==> src/rtl/spi_flash_responder.sv <==
// Serial-flash responder: decodes the SPI/QSPI command stream from a flash controller
// and serves reads / accepts page-program writes through a synchronous byte-wide memory port.
module spi_flash_responder #(
    parameter int          AW       = 16,
    parameter logic [23:0] JEDEC_ID = 24'hEF4016,
    parameter int          DUMMY    = 8
) (
    input  logic          clk,
    input  logic          rst,
    input  logic          sclk,
    input  logic          cs_n,
    input  logic [3:0]    qdi,
    output logic [3:0]    qdo,
    output logic [3:0]    oe,
    output logic [AW-1:0] mem_addr,
    output logic          mem_rd,
    input  logic [7:0]    mem_rdata,
    output logic          mem_wr,
    output logic [7:0]    mem_wdata
);

    localparam logic [7:0] OP_READ  = 8'h03;
    localparam logic [7:0] OP_FREAD = 8'h0B;
    localparam logic [7:0] OP_QREAD = 8'h6B;
    localparam logic [7:0] OP_RDID  = 8'h9F;
    localparam logic [7:0] OP_RDSR  = 8'h05;
    localparam logic [7:0] OP_PP    = 8'h02;
    localparam logic [7:0] OP_WREN  = 8'h06;
    localparam logic [7:0] OP_WRDI  = 8'h04;

    localparam logic [4:0] DUMMY_LAST = 5'(DUMMY - 1);

    typedef enum logic [2:0] {
        ST_IDLE, ST_CMD, ST_ADDR, ST_DUMMY, ST_DOUT, ST_DIN, ST_IGNORE
    } state_t;

    state_t state, state_nxt;

    logic [2:0]    sclk_sync, cs_sync;
    logic [3:0]    qdi_s1, qdi_s2;
    logic          sclk_rise, sclk_fall, cs_high, cs_fall, io0;
    logic [4:0]    cnt;
    logic [6:0]    in_sr;
    logic [7:0]    in_byte;
    logic [AW-2:0] addr_sr;
    logic [AW-1:0] addr_nxt;
    logic [7:0]    opcode;
    logic [7:0]    out_sr;
    logic [7:0]    load_byte;
    logic [1:0]    id_idx;
    logic          rd_pending;
    logic [7:0]    rd_buf;
    logic          driving;
    logic          wel;
    logic          is_read, quad;
    logic [4:0]    dout_last;
    logic          unused_qdi;

    // cs_n flops reset to "selected" so a select that is already active when rst
    // is released is not seen as a fresh falling edge; cs_n must go high first.
    always_ff @(posedge clk) begin
        if (rst) begin
            sclk_sync <= '0;
            cs_sync   <= '0;
            qdi_s1    <= '0;
            qdi_s2    <= '0;
        end else begin
            sclk_sync <= {sclk_sync[1:0], sclk};
            cs_sync   <= {cs_sync[1:0], cs_n};
            qdi_s1    <= qdi;
            qdi_s2    <= qdi_s1;
        end
    end

    assign sclk_rise  = sclk_sync[1] & ~sclk_sync[2];
    assign sclk_fall  = ~sclk_sync[1] & sclk_sync[2];
    assign cs_high    = cs_sync[1];
    assign cs_fall    = cs_sync[2] & ~cs_sync[1];
    assign io0        = qdi_s2[0];
    assign unused_qdi = ^qdi_s2[3:1];

    assign in_byte   = {in_sr, io0};
    assign addr_nxt  = {addr_sr, io0};
    assign is_read   = opcode inside {OP_READ, OP_FREAD, OP_QREAD};
    assign quad      = (opcode == OP_QREAD);
    assign dout_last = quad ? 5'd1 : 5'd7;

    // NOTE: sequential state uses non-blocking assignments so every flop samples pre-edge values.
    always_ff @(posedge clk) begin
        if (rst) state <= ST_IDLE;
        else     state <= state_nxt;
    end

    // NOTE: every combinational output gets a default first so no latch is inferred.
    always_comb begin
        state_nxt = state;
        if (cs_high) begin
            state_nxt = ST_IDLE;
        end else begin
            case (state)
                ST_IDLE:  if (cs_fall) state_nxt = ST_CMD;
                ST_CMD: begin
                    if (sclk_rise && cnt == 5'd7) begin
                        case (in_byte)
                            OP_READ, OP_FREAD, OP_QREAD: state_nxt = ST_ADDR;
                            OP_RDID, OP_RDSR:            state_nxt = ST_DOUT;
                            OP_PP:                       state_nxt = wel ? ST_ADDR : ST_IGNORE;
                            default:                     state_nxt = ST_IGNORE;
                        endcase
                    end
                end
                ST_ADDR: begin
                    if (sclk_rise && cnt == 5'd23) begin
                        if (opcode == OP_PP)        state_nxt = ST_DIN;
                        else if (opcode == OP_READ) state_nxt = ST_DOUT;
                        else                        state_nxt = ST_DUMMY;
                    end
                end
                ST_DUMMY: if (sclk_rise && cnt == DUMMY_LAST) state_nxt = ST_DOUT;
                default:  ;
            endcase
        end
    end

    // Pads stay released until the first byte is loaded, so the data phase starts clean.
    always_comb begin
        oe  = 4'b0000;
        qdo = 4'b0000;
        if (state == ST_DOUT && driving) begin
            if (quad) begin
                oe  = 4'b1111;
                qdo = out_sr[7:4];
            end else begin
                oe  = 4'b0010;
                qdo = {2'b00, out_sr[7], 1'b0};
            end
        end
    end

    always_comb begin
        case (opcode)
            OP_RDID: begin
                case (id_idx)
                    2'd0:    load_byte = JEDEC_ID[23:16];
                    2'd1:    load_byte = JEDEC_ID[15:8];
                    default: load_byte = JEDEC_ID[7:0];
                endcase
            end
            OP_RDSR: load_byte = {6'b000000, wel, 1'b0};
            default: load_byte = rd_buf;
        endcase
    end

    always_ff @(posedge clk) begin
        if (rst) begin
            cnt        <= '0;
            in_sr      <= '0;
            addr_sr    <= '0;
            opcode     <= '0;
            out_sr     <= '0;
            id_idx     <= '0;
            rd_pending <= 1'b0;
            rd_buf     <= '0;
            driving    <= 1'b0;
            wel        <= 1'b0;
            mem_addr   <= '0;
            mem_rd     <= 1'b0;
            mem_wr     <= 1'b0;
            mem_wdata  <= '0;
        end else begin
            mem_rd     <= 1'b0;
            mem_wr     <= 1'b0;
            rd_pending <= mem_rd;
            if (rd_pending) rd_buf <= mem_rdata;
            // Page-program address advances after the strobe so mem_wr pairs with the old address.
            if (mem_wr) mem_addr[7:0] <= mem_addr[7:0] + 8'd1;

            if (cs_high) begin
                if ((state == ST_ADDR || state == ST_DIN) && opcode == OP_PP) wel <= 1'b0;
                cnt     <= '0;
                driving <= 1'b0;
            end else begin
                case (state)
                    ST_IDLE: begin
                        cnt     <= '0;
                        driving <= 1'b0;
                    end
                    ST_CMD: begin
                        if (sclk_rise) begin
                            in_sr <= in_byte[6:0];
                            cnt   <= cnt + 5'd1;
                            if (cnt == 5'd7) begin
                                cnt    <= '0;
                                opcode <= in_byte;
                                id_idx <= 2'd0;
                                if (in_byte == OP_WREN) wel <= 1'b1;
                                if (in_byte == OP_WRDI) wel <= 1'b0;
                            end
                        end
                    end
                    ST_ADDR: begin
                        if (sclk_rise) begin
                            addr_sr <= addr_nxt[AW-2:0];
                            cnt     <= cnt + 5'd1;
                            if (cnt == 5'd23) begin
                                cnt      <= '0;
                                mem_addr <= addr_nxt;
                                if (is_read) mem_rd <= 1'b1;
                            end
                        end
                    end
                    ST_DUMMY: begin
                        if (sclk_rise) cnt <= (cnt == DUMMY_LAST) ? 5'd0 : cnt + 5'd1;
                    end
                    ST_DOUT: begin
                        if (sclk_fall) begin
                            driving <= 1'b1;
                            if (cnt == 5'd0) begin
                                out_sr <= load_byte;
                                if (opcode == OP_RDID) id_idx <= (id_idx == 2'd2) ? 2'd0 : id_idx + 2'd1;
                                if (is_read) begin
                                    mem_addr <= mem_addr + AW'(1);
                                    mem_rd   <= 1'b1;
                                end
                            end else if (quad) begin
                                out_sr <= {out_sr[3:0], 4'b0000};
                            end else begin
                                out_sr <= {out_sr[6:0], 1'b0};
                            end
                            cnt <= (cnt == dout_last) ? 5'd0 : cnt + 5'd1;
                        end
                    end
                    ST_DIN: begin
                        if (sclk_rise) begin
                            in_sr <= in_byte[6:0];
                            cnt   <= cnt + 5'd1;
                            if (cnt == 5'd7) begin
                                cnt       <= '0;
                                mem_wr    <= 1'b1;
                                mem_wdata <= in_byte;
                            end
                        end
                    end
                    default: ;
                endcase
            end
        end
    end

endmodule

==> config.mk <==
export PLATFORM = sky130hd
export DESIGN_NAME = spi_flash_responder
export DESIGN_NICKNAME = d
export VERILOG_FILES = /design/src/rtl/spi_flash_responder.sv
export SDC_FILE = /design/constraint.sdc
export NUM_CORES = 1
export LEC_CHECK = 0
export ABC_AREA = 1
export BUFFER_PORTS_ARGS = -buffer_cell sky130_fd_sc_hd__buf_2
export CAP_MARGIN = 20
export CORE_MARGIN = 2
export CORE_UTILIZATION = 39
export DETAILED_ROUTE_END_ITERATION = 8
export GPL_TIMING_DRIVEN = 0
export SYNTH_ARGS = -nofsm -noshare
export SYNTH_HDL_FRONTEND = slang
export SYNTH_SLANG_ARGS = --single-unit
==> constraint.sdc <==
create_clock -name clk -period 4.3 [get_ports clk]
set_input_delay 0.86 -clock clk [delete_from_list [all_inputs] [get_ports clk]]
set_output_delay 0.86 -clock clk [all_outputs]
set_load 0.01 [all_outputs]
# Word-level counts from Yosys, hierarchy flattened
# Index checks and enable logic that the tools add are counted.
# W data, S select, Z words.
[totals] register_bits=93 in_bits=16 out_inout_bits=34 elab_cells=161
[classes] addsub=4 eq_ne=38 n_mux=56 bitwise=8 reduce_logical=35
[ops] operator="$mux W16" n=5
[ops] operator="$eq A8 B2 Y1 const B" n=4
[ops] operator="$eq A8 B3 Y1 const B" n=4
[ops] operator="$mux W8" n=4
[ops] operator="$pmux W16 S2" n=1
[ops] operator="$pmux W8 S2" n=2
[ops] operator="$mux W5" n=6
[ops] operator="$mux W3" n=8
[ops] operator="$ne A2 B2 Y1 const B" n=10
[ops] operator="$pmux W5 S4" n=1
[ops] operator="$add A16 B1 Y16 const B" n=1
[ops] operator="$eq A8 B4 Y1 const B" n=2
[ops] operator="$eq A8 B7 Y1 const B" n=2
[ops] operator="$eq A8 B8 Y1 const B" n=2
[ops] operator="$mux W4" n=4
[ops] operator="$mux W1" n=14
[ops] operator="$reduce_and A7 Y1" n=2
[ops] operator="$mux W2" n=6
[ops] operator="$pmux W3 S4" n=1
[ops] operator="$reduce_and A4 Y1" n=3
[ops] operator="$reduce_bool A2 Y1" n=6
[ops] operator="$reduce_and A5 Y1" n=2
[ops] operator="$pmux W3 S3" n=1
[ops] operator="$reduce_and A3 Y1" n=3
[ops] operator="other kinds (27)" n=47

# Longest topological paths before layout
# Gate-level depths: netlist of the first run.
[depth] depth_word=7 depth_mapped=12 depth_no_buf=12

# Least setup slack after synthesis of the first run
# No wires, ideal clock.
[synth_path] kind="reg-to-output" startpoint="reg state[0]" endpoint="out qdo[0]" arrival_ns=1.398 setup_slack_ns=2.042 path_stages_with_launch=9 n_path_buf=1 cell_sequence="dfxtp_1 > buf_6 > nor2_4 > nand2_4 > inv_6 > nand2_1 > nor2_1 > inv_1 > nor2_1"
[synth_between] elab_chain_len=3
[synth_lines] item="start: declaration" line_no="37" source="state_t state, state_nxt;"
[synth_lines] item="start signal: assignment" line_no="91" source="else state <= state_nxt;"
[synth_lines] item="$eq A3 B3 Y1" line_no="129" source="if (state == ST_DOUT && driving) begin"
[synth_lines] item="$logic_and A1 B1 Y1" line_no="129"
[synth_lines] item="$mux W4" line_no="129"
[synth_lines] item="end: declaration" line_no="13" source="output logic [3:0] qdo,"
# No other way between the ends.

# Final worst setup path of the first run
[layout_path] startpoint="reg opcode[4]" endpoint="out qdo[0]"
[layout_between] elab_chain_len=3
[layout_lines] item="start: declaration" line_no="47" source="logic [7:0] opcode;"
[layout_lines] item="start signal: assignment" line_no="194" source="opcode <= in_byte;"
[layout_lines] item="$eq A8 B7 Y1" line_no="85" source="assign quad = (opcode == OP_QREAD);"
[layout_lines] item="$mux W4" line_no="130" source="if (quad) begin"
[layout_lines] item="$mux W4" line_no="129"
# No other way between the ends.

==> flow_metrics.py, run 1 <==
metrics = {
    "run_status": {
        "outcome": "finished clean",
    },
    "timing": {
        "post-route-period-util": 0.6561,
        "min_period_ps": 2821,
        "clock.fmax_ghz": 0.3545,
        "worst_pin_slew_ps": 646.7,
        "rsz0062_at_grt": "no",
        "setup_viol_count_final": 0,
        "report.final.slew_viol_count": 0,
        "slew-limit-headroom": 0.5689,
        "hold_viol_final": 0,
        "skew_ps": 6.950,
        "fin_setup_tns_ps": 0,
    },
    "run": {
        "cap_viol_max_count": 0,
    },
    "layout": {
        "multiInputGateArea_um2": 2589,
        "fin_util": 0.4555,
        "seqCellArea_um2": 1862,
        "final_nets": 829,
        "fin_cells": 986,
        "layout-drive-gt1-share": 0.1486,
        "num-fill-cells": 1325,
        "areaGrowthSynthToFinish_pct": 14.84,
        "num_antenna_cells": 0,
    },
    "critical_path": {
        "required_ps": 3440,
        "cp.depth": 9,
        "slowest_stage": "dfxtp_1",
        "path_common_cell": "nor2_1",
        "path_class": "flop to output port",
        "crit_path_start": "opcode[4]",
        "arrival_ps": 1960,
        "cp-start-kind": "flop",
        "crit_path_end_kind": "output port",
        "worst-r2r-setup-slack_ps": 2390,
        "crit_fanout": 10,
        "r2r-start": "cnt[1]",
        "worst-path-buf-inv": 4,
        "cpPeakStageDelay_ps": 320,
        "r2r_cells": 11,
        "critPathTopFamily": "simple AND/OR/NAND/NOR gates",
        "cp_cell_sequence": "inv_1 -> nand2_1 -> nor2_1 -> nand2_2 -> buf_2 -> nor2_1 -> inv_1 -> nor2_1 -> buf_2",
    },
    "logic_synthesis": {
        "mappedNetlistArea_um2": 4965,
        "syn-num-nets": 772,
        "synth_xor_area_frac": 0.008821,
        "synth_top_family_by_area": "simple AND/OR/NAND/NOR gates",
        "synthCells": 753,
        "synthDistinctLibCells": 38,
        "synth-simple-area-share": 0.3369,
        "synthAdderAreaFrac": 0.007560,
        "synth_mux_area_frac": 0,
        "ys_warn_count": 0,
        "avgSynthCellArea_um2": 6.593,
        "ys_ff_latch": 93,
        "synth-compound-area-share": 0.1681,
        "yosysSeqAreaShare": 0.3750,
    },
    "clock_tree": {
        "clock_latency_ps": 340,
        "cts_root_buffer": "clkbuf_16",
        "cts_resized": 0,
        "numClockSinks": 93,
        "numCtsBuffers": 9,
        "clock_path_buffers": 2,
        "cts_tree": "yes",
        "clkTransAtPathRegs_ps": 60,
        "htreeDepth": 3,
        "post_cts_buffers": 0,
        "cts_hold_buffers": 0,
    },
    "floorplanning": {
        "dieHeight_um": 116.8,
        "core_area_um2": 12520,
        "die_x_um": 116.8,
        "dieArea_um2": 13650,
        "initial_utilization": 0.3966,
        "pin_count": 50,
        "num_rows": 41,
    },
    "min_path": {
        "whs_path_depth": 2,
        "min_from": "cs_sync[0]",
        "hold_path_class": "flop to flop",
    },
    "placed_design": {
        "dp_hpwl_um": 9850,
        "gp_congestion": 0.8519,
        "placedCellCount": 971,
        "portBuffers": 46,
    },
    "detailed_routing": {
        "ant_nets": 0,
        "drc": 0,
        "dr.pass1.iters": 5,
        "drt_iter0_drc": 256,
        "vias": 4792,
        "wirelength_um": 12800,
        "wire_per_inst_um": 12.98,
        "via_per_inst": 4.860,
    },
    "grt": {
        "grt_pass1_vias": 4405,
        "overflow": 0,
        "grt_pass1_wl_um": 21000,
        "grt_antenna_before_repair": 0,
        "grt_use_total": 0.1964,
        "grt_max_degree": 15,
    },
    "power": {
        "cellPowerDensity_nw_per_um2": 319.4,
        "worst_ir_drop_vdd_mv": 0.1354,
        "p_leak_nw": 2.378,
        "total_power_mw": 1.821,
    },
}
flip-flops by register name, indices dropped and copies added (netlist names), 2 cells and up:
signal / flops
mem_addr: 16
addr_sr: 15
mem_wdata: 8
opcode: 8
out_sr: 8
rd_buf: 8
in_sr: 7
cnt: 5
cs_sync: 3
sclk_sync: 3
state: 3
id_idx: 2
final timing paths:
check | endpoint
setup / recovery | qdo[0]
hold / removal | cs_sync[1]
setup reg to reg | mem_addr[7]
hold reg to reg | cs_sync[1]
metal layers:
metal | track usage | share of wire
met1 | 0.2578 | 0.49
met2 | 0.3322 | 0.46
met3 | 0.02884 | 0.036
met4 | 0.06588 | 0.013
met5 | 0 | 0
worst min-delay path, cell delays in order, from the launching register on:
cell	delay, ps
dfxtp_1	300
inv_1	40
nor2_1	30
per-stage QoR:
step | hold slack, ps | area [µm²] | setup slack (ps)
3_3_place_gp | 392.7 | 5410 | 1898
4_1_cts | 403.3 | 5702 | 1463
6_report | 400.3 | 5702 | 1479
2_1_floorplan | 388.3 | 4965 | 2042
5_1_grt | 423.7 | 5702 | 1308
3_5_place_dp | 394.3 | 5410 | 1840
synth_stat cells (all sizes together):
| cell | count | share of area |
|---|---|---|
| ha | 3 | 0.0076 |
| nand2 | 189 | 0.15 |
| or2 | 2 | 0.0025 |
| o31ai | 1 | 0.0015 |
| nor3 | 15 | 0.017 |
| o22ai | 3 | 0.0038 |
| o21a | 1 | 0.0015 |
| o21ai | 90 | 0.092 |
| o211ai | 3 | 0.0045 |
| nand3 | 47 | 0.051 |
| buf | 11 | 0.015 |
| inv | 105 | 0.081 |
| dfxtp | 93 | 0.38 |
| nor2 | 106 | 0.095 |
| xor2 | 2 | 0.0035 |
| nand4 | 10 | 0.016 |
| a21oi | 56 | 0.059 |
| clkbuf | 10 | 0.0076 |
| xnor2 | 3 | 0.0053 |
| a211oi | 1 | 0.0025 |
| a31oi | 2 | 0.0025 |
logic make-up (layout without fill, tap and decap cells):
family | after synthesis | after routing
flops | 93 | 93
buf+inv | 126 | 187
compound gates | 157 | 157
xor+xnor | 5 | 5
fa+ha+maj | 3 | 3
simple gates | 369 | 369
cell usage in the layout (no fill, tap or decap), types with 4 or more instances in the layout:
cell type	instances
nor2_2	6
clkbuf_16	9
nand4_1	9
buf_2	52
o21ai_0	85
inv_2	9
nand2_2	8
dfxtp_1	93
nand3_1	43
nand3_2	4
nor2_1	92
nor2_4	8
inv_1	94
nor3_1	13
a21oi_1	54
nand2_1	178
clkbuf_1	11
area by class of cell:
| class | count | share of cell area |
|---|---|---|
| well taps | 172 | 0.03774 |
| plain buffers | 21 | 0.01975 |
| flip-flops and latches | 93 | 0.3265 |
| clock buffers | 11 | 0.04257 |
| repair buffers | 46 | 0.04038 |
| inverters | 105 | 0.07044 |
| multi-input cells | 534 | 0.4540 |
| clock inverters | 4 | 0.008558 |
power by group:
group,switching [mW],internal [mW]
combinational,0.101,0.0437
clock,0.333,0.463
sequential,0.00891,0.872
Power figures use the tool's default switching activity.
==> inputs of run 2 (changes only) <==
==> constraint.sdc (replaced) <==
create_clock -name clk -period 2.5 [get_ports clk]
set_input_delay 0.5 -clock clk [delete_from_list [all_inputs] [get_ports clk]]
set_output_delay 0.5 -clock clk [all_outputs]
set_load 0.01 [all_outputs]
==> run 2 against run 1 <==
Sequential share of layout area is essentially flat. Register-to-register slack lost 1800 ps. Hold slack lost 44 ps. Clock power grew 72%. Critical path type unchanged. Largest cell class unchanged. Die area is the same. Critical endpoint unchanged. Worst setup slack lost 1300 ps.
==> flow_metrics.py, run 2 (synthesis results as in run 1) <==
metrics = {
    "power": {
        "cellPowerDensity_nw_per_um2": 548.5,
        "worst_ir_drop_vdd_mv": 0.2328,
        "p_leak_nw": 2.378,
    },
    "layout": {
        "largest_register_ffs": 16,
        "final_nets": 829,
        "num_antenna_cells": 0,
        "largest-register": "mem_addr",
        "design_area_um2": 5707,
        "final_common_cell": "nand2_1",
        "mostFrequentLayoutCells": "nand2_1, inv_1, dfxtp_1",
        "areaGrowthSynthToFinish_pct": 14.94,
        "reg_top3": "mem_addr (16), addr_sr (15)",
        "layout-drive-gt1-share": 0.1511,
    },
    "grt": {
        "grt_pass1_wl_um": 21000,
        "grt_use_total": 0.1964,
        "grt-busiest-layer": "met2",
        "overflow": 0,
        "gr-usage-met2": 0.3322,
        "grt_pass1_vias": 4405,
        "grt.met3_usage": 0.02884,
        "grtUsageMet1": 0.2578,
        "grt_antenna_before_repair": 0,
        "grt_max_degree": 15,
    },
    "timing": {
        "rsz0062_at_grt": "no",
        "hold_viol_final": 0,
        "worst_pin_slew_ps": 643.8,
        "fin_setup_tns_ps": 0,
        "skew_ps": 6.172,
        "report.final.slew_viol_count": 0,
        "min_period_ps": 2332,
        "slew-limit-headroom": 0.5708,
        "setup_viol_count_final": 0,
        "clock.fmax_ghz": 0.4289,
        "post-route-period-util": 0.9326,
    },
    "run_status": {
        "outcome": "finished clean",
    },
    "detailed_routing": {
        "drc": 0,
        "via_per_inst": 4.882,
        "vias": 4814,
        "wire_per_inst_um": 13.01,
        "ant_nets": 0,
        "drt_iter0_drc": 285,
        "dr.pass1.iters": 5,
        "wirelength_um": 12830,
    },
    "clock_tree": {
        "cts_resized": 0,
        "cts_root_buffer": "clkbuf_16",
        "numCtsBuffers": 9,
        "numClockSinks": 93,
        "cts_hold_buffers": 0,
        "post_cts_buffers": 0,
        "clock_latency_ps": 340,
        "clkTransAtPathRegs_ps": 70,
        "clock_path_buffers": 2,
        "cts_tree": "yes",
        "htreeDepth": 3,
    },
    "placed_design": {
        "portBuffers": 46,
        "place_area_um2": 5410,
        "dp_hpwl_um": 9850,
        "gp_congestion": 0.8519,
    },
    "floorplanning": {
        "dieArea_um2": 13650,
        "dieHeight_um": 116.8,
        "die_x_um": 116.8,
        "num_rows": 41,
        "pin_count": 50,
        "core_area_um2": 12520,
        "initial_utilization": 0.3966,
    },
    "critical_path": {
        "arrival_ps": 1830,
        "worstReg2RegEnd": "mem_addr[7]",
        "r2r_cells": 11,
        "required_ps": 2000,
        "path_class": "flop to output port",
        "worst-r2r-setup-slack_ps": 590,
        "cp-start-kind": "flop",
        "r2r-start": "cnt[1]",
        "crit_path_end_kind": "output port",
        "crit_fanout": 10,
    },
    "min_path": {
        "holdPathEnd": "sclk_sync[0]",
        "min_from": "sclk",
        "whs_path_depth": 3,
        "hold_path_class": "input pin to flop",
    },
    "run": {
        "cap_viol_max_count": 0,
    },
}
run 2: area by class of cell:
type	instances	area, µm²
Multi-Input combinational cell	534	2594
Tap cell	172	215.2
Timing Repair Buffer	46	230.2
Clock buffer	11	242.7
Fill cell	1325	6810
Buffer	21	112.6
Clock inverter	4	48.80
Sequential cell	93	1862
Inverter	105	401.6
run 2: worst max path at each step:
stage	startpoint	to	slack (ps)
after detailed placement	opcode[4]	qdo[0]	400
after global placement	opcode[4]	qdo[2]	460
final	opcode[1]	qdo[0]	170
after CTS	opcode[4]	qdo[0]	20
after global routing	opcode[0]	qdo[0]	2
after floorplan	state[0]	qdo[0]	600
run 2: metal layers:
metal | routed length [µm] | vias up | share of wire
met2 | 6010 | 83 | 0.47
met1 | 6254 | 2196 | 0.49
li1 | - | 2526 | -
met5 | 0 | - | 0
met3 | 416 | 9 | 0.032
met4 | 148 | 0 | 0.012
run 2: metrics by stage:
step                      total power, mW  hold slack, ps  worst slack [ps]  instances    util
after global routing                3.247           362.9             2.474        986  0.4559
after detailed placement            1.796           394.3             400.1        971  0.4322
final                               3.130           356.5             168.5        986  0.4559
after floorplan                     1.725           388.3             602.0        753       -
after CTS                           3.159           349.2             22.51        986  0.4555
after global placement              1.792           392.7             457.6        971  0.4322
run 2: worst max-delay path, stage by stage, from the launching register on:
cell	delay [ps]
dfxtp_1	380
nand2_2	110
nor2_2	160
nand2_2	150
buf_2	220
nor2_2	160
inv_1	90
nor2_1	90
buf_2	130
run 2: report_power, final:
part | internal [mW] | total (mW) | leakage [nW] | switching, mW
Clock | 0.796 | 1.37 | 0.145 | 0.571
Combinational | 0.0751 | 0.248 | 1.48 | 0.173
Sequential | 1.50 | 1.51 | 0.751 | 0.0153
Total | 2.37 | 3.13 | 2.38 | 0.760
==> inputs of run 3 (changes only) <==
--- a/config.mk
+++ b/config.mk
@@ -5,13 +5,13 @@
 export SDC_FILE = /design/constraint.sdc
 export NUM_CORES = 1
 export LEC_CHECK = 0
-export ABC_AREA = 1
 export BUFFER_PORTS_ARGS = -buffer_cell sky130_fd_sc_hd__buf_2
 export CAP_MARGIN = 20
 export CORE_MARGIN = 2
 export CORE_UTILIZATION = 39
 export DETAILED_ROUTE_END_ITERATION = 8
 export GPL_TIMING_DRIVEN = 0
+export SETUP_SLACK_MARGIN = 0.3
 export SYNTH_ARGS = -nofsm -noshare
 export SYNTH_HDL_FRONTEND = slang
 export SYNTH_SLANG_ARGS = --single-unit
==> run 3 against run 2 <==
Final cell count down 24%. Combinational power down 46%. Via count down 12%. Critical path depth down 3. Utilization up 2.1 points. Fmax up 8.2%. Power down 5.4%. Register-to-register slack worse by 140 ps. Cell area down 4.1%. Hold slack better by 3.4 ps. Routed wire length down 7.1%. Critical path type unchanged. Largest power group unchanged.
==> flow_metrics.py, run 3 <==
metrics = {
    "run_status": {
        "outcome": "finished clean",
    },
    "logic_synthesis": {
        "yosysTopAreaCellShare": 0.4054,
        "ys_warn_count": 0,
        "synthAdderAreaFrac": 0.008174,
        "synthCells": 542,
        "synth-simple-area-share": 0.2640,
        "yosysSeqAreaShare": 0.4054,
        "mappedNetlistArea_um2": 4592,
        "avgSynthCellArea_um2": 8.472,
        "ys_async_sr_fraction": 0,
        "yosysMostFrequentCell": "dfxtp_1",
        "synth-compound-area-share": 0.1480,
        "synth_mux_area_frac": 0.09564,
        "ys_top_cells_by_count": "dfxtp_1, nor2_1, nand2_1",
        "synth-edff-count": 0,
        "synthTopCellsByArea": "dfxtp_1, mux2i_1, nor2_1",
        "synth_ff_type": "dfxtp_1",
        "synth_xor_area_frac": 0.03243,
        "synthDistinctLibCells": 61,
        "synth_top_family_by_area": "simple AND/OR/NAND/NOR gates",
        "syn-num-nets": 561,
        "ys_ff_latch": 93,
        "yosysTopAreaCell": "dfxtp_1",
    },
    "timing": {
        "clock.fmax_ghz": 0.4639,
        "min_period_ps": 2155,
        "worst_pin_slew_ps": 654.6,
        "rsz0062_at_grt": "yes",
        "setup_viol_count_final": 0,
        "slew-limit-headroom": 0.5636,
        "fin_ws_ps": 344.5,
        "post-route-period-util": 0.8622,
        "report.final.slew_viol_count": 0,
        "hold_viol_final": 0,
        "skew_ps": 5.619,
        "fin_setup_tns_ps": 0,
    },
    "critical_path": {
        "cp-start-kind": "flop",
        "cp_cell_sequence": "nor4b_4 -> nand3_4 -> nor2_4 -> and2_1 -> buf_2",
        "cpPeakStageDelay_ps": 360,
        "arrival_ps": 1660,
        "crit_path_end_kind": "output port",
        "worst-path-buf-inv": 1,
        "crit_fanout": 6,
        "slowest_stage": "dfxtp_4",
        "critPathTopFamily": "simple AND/OR/NAND/NOR gates",
        "required_ps": 2000,
        "path_class": "flop to output port",
    },
    "grt": {
        "grt_max_degree": 14,
        "grt_antenna_before_repair": 0,
        "grt_use_total": 0.1941,
        "grt_pass1_wl_um": 19880,
        "overflow": 0,
        "grt_pass1_vias": 4027,
    },
    "layout": {
        "reg_top3": "mem_addr (16), addr_sr (15)",
        "final_nets": 625,
        "num-fill-cells": 1094,
        "largest-register": "mem_addr",
        "multiInputGateArea_um2": 2624,
        "mostFrequentLayoutCells": "dfxtp_1, nor2_1, nand2_1",
        "largest_register_ffs": 16,
        "layout-drive-gt1-share": 0.1905,
        "num_antenna_cells": 0,
        "areaGrowthSynthToFinish_pct": 19.21,
        "seqCellArea_um2": 1869,
        "final_common_cell": "dfxtp_1",
    },
    "floorplanning": {
        "num_rows": 39,
        "dieArea_um2": 12660,
        "die_x_um": 112.5,
        "pin_count": 50,
        "dieHeight_um": 112.5,
        "core_area_um2": 11470,
        "initial_utilization": 0.4004,
    },
    "detailed_routing": {
        "wire_per_inst_um": 15.85,
        "drt_iter0_drc": 257,
        "vias": 4237,
        "wirelength_um": 11920,
        "drc": 0,
        "dr.pass1.iters": 5,
        "ant_nets": 0,
        "via_per_inst": 5.634,
    },
    "clock_tree": {
        "numClockSinks": 93,
        "cts_tree": "yes",
        "htreeDepth": 3,
        "clock_path_buffers": 2,
        "cts_root_buffer": "clkbuf_16",
        "numCtsBuffers": 9,
        "clkTransAtPathRegs_ps": 60,
        "clock_latency_ps": 350,
    },
    "placed_design": {
        "gp_congestion": 0.8538,
        "place_ws_ps": 87.76,
        "portBuffers": 46,
        "dp_hpwl_um": 8580,
    },
    "run": {
        "cap_viol_max_count": 0,
    },
    "power": {
        "p_leak_nw": 2.076,
        "worst_ir_drop_vdd_mv": 0.2873,
        "cellPowerDensity_nw_per_um2": 541.1,
        "total_power_mw": 2.962,
    },
    "min_path": {
        "hold_path_class": "input pin to flop",
    },
}
## run 3: cell types whose count changed after synthesis, sizes merged, moves of 23 or more
cell	before	now
a21oi	56	33
inv	105	10
mux2i	0	36
nand2	189	58
nand3	47	21
nor2	106	68
o21ai	90	12
## run 3: final timing paths
path,from,endpoint,slack [ps],depth (start not counted)
worst max-delay path,opcode[4],qdo[0],340,5
worst min-delay path,qdi[0],qdi_s1[0],360,2
worst max register to register,cs_sync[1],mem_wdata[1],450,8
worst min register to register,qdi_s1[0],qdi_s2[0],440,1
## run 3: routing by layer
| layer | global-route usage | share of wire |
|---|---|---|
| met1 | 0.2622 | 0.46 |
| met2 | 0.3108 | 0.47 |
| met3 | 0.03402 | 0.052 |
| met4 | 0.07398 | 0.020 |
| met5 | 0 | 0 |
## run 3: logic make-up after synthesis
| kind of cell | Yosys count |
|---|---|
| AND/OR/NAND/NOR | 237 |
| AO/OA/AOI/OAI | 101 |
| buffers and inverters | 48 |
| XOR/XNOR | 17 |
| multiplexers | 43 |
| adder cells (fa/ha/maj) | 3 |
| flip-flops | 93 |
## run 3: per-stage QoR
stage / hold WS, ps / cells / util / cell area, µm²
5_1_grt: 366.9 / 752 / 0.4774 / 5474
2_1_floorplan: 413.8 / 542 / - / 4592
6_report: 359.9 / 752 / 0.4774 / 5474
3_5_place_dp: 428.6 / 731 / 0.4361 / 5001
4_1_cts: 356.1 / 748 / 0.4669 / 5354
3_3_place_gp: 433.0 / 731 / 0.4361 / 5001
## run 3: layout make-up
cell class	instances	share of cell area
Buffer	37	0.03360
Clock buffer	12	0.04503
Clock inverter	2	0.006400
Inverter	11	0.007543
Multi-Input combinational cell	401	0.4793
Sequential cell	93	0.3415
Tap cell	143	0.03269
Timing Repair Buffer	53	0.05394
## run 3: what timing repair did
action | CTS | global route
hold buffers | 0 | 0
hold endpoints to repair | 0 | 0
pin swaps | 2 | 7
resized for setup | 11 | 27
setup buffers | 3 | 4
setup endpoints to repair | 26 | 33
## run 3: report_power, final
part	switching, mW	internal, mW
combinational	0.0878	0.0452
sequential	0.0113	1.49
clock	0.539	0.790
## run 3: worst reg2reg max path, cell delays in order, from the launching register on
cell      delay [ps]
dfxtp_1          320
clkbuf_1         410
nor3b_1          120
and2_1           190
buf_2            200
nand3_1          110
buf_2            300
mux2i_1          240
nor2_1            50
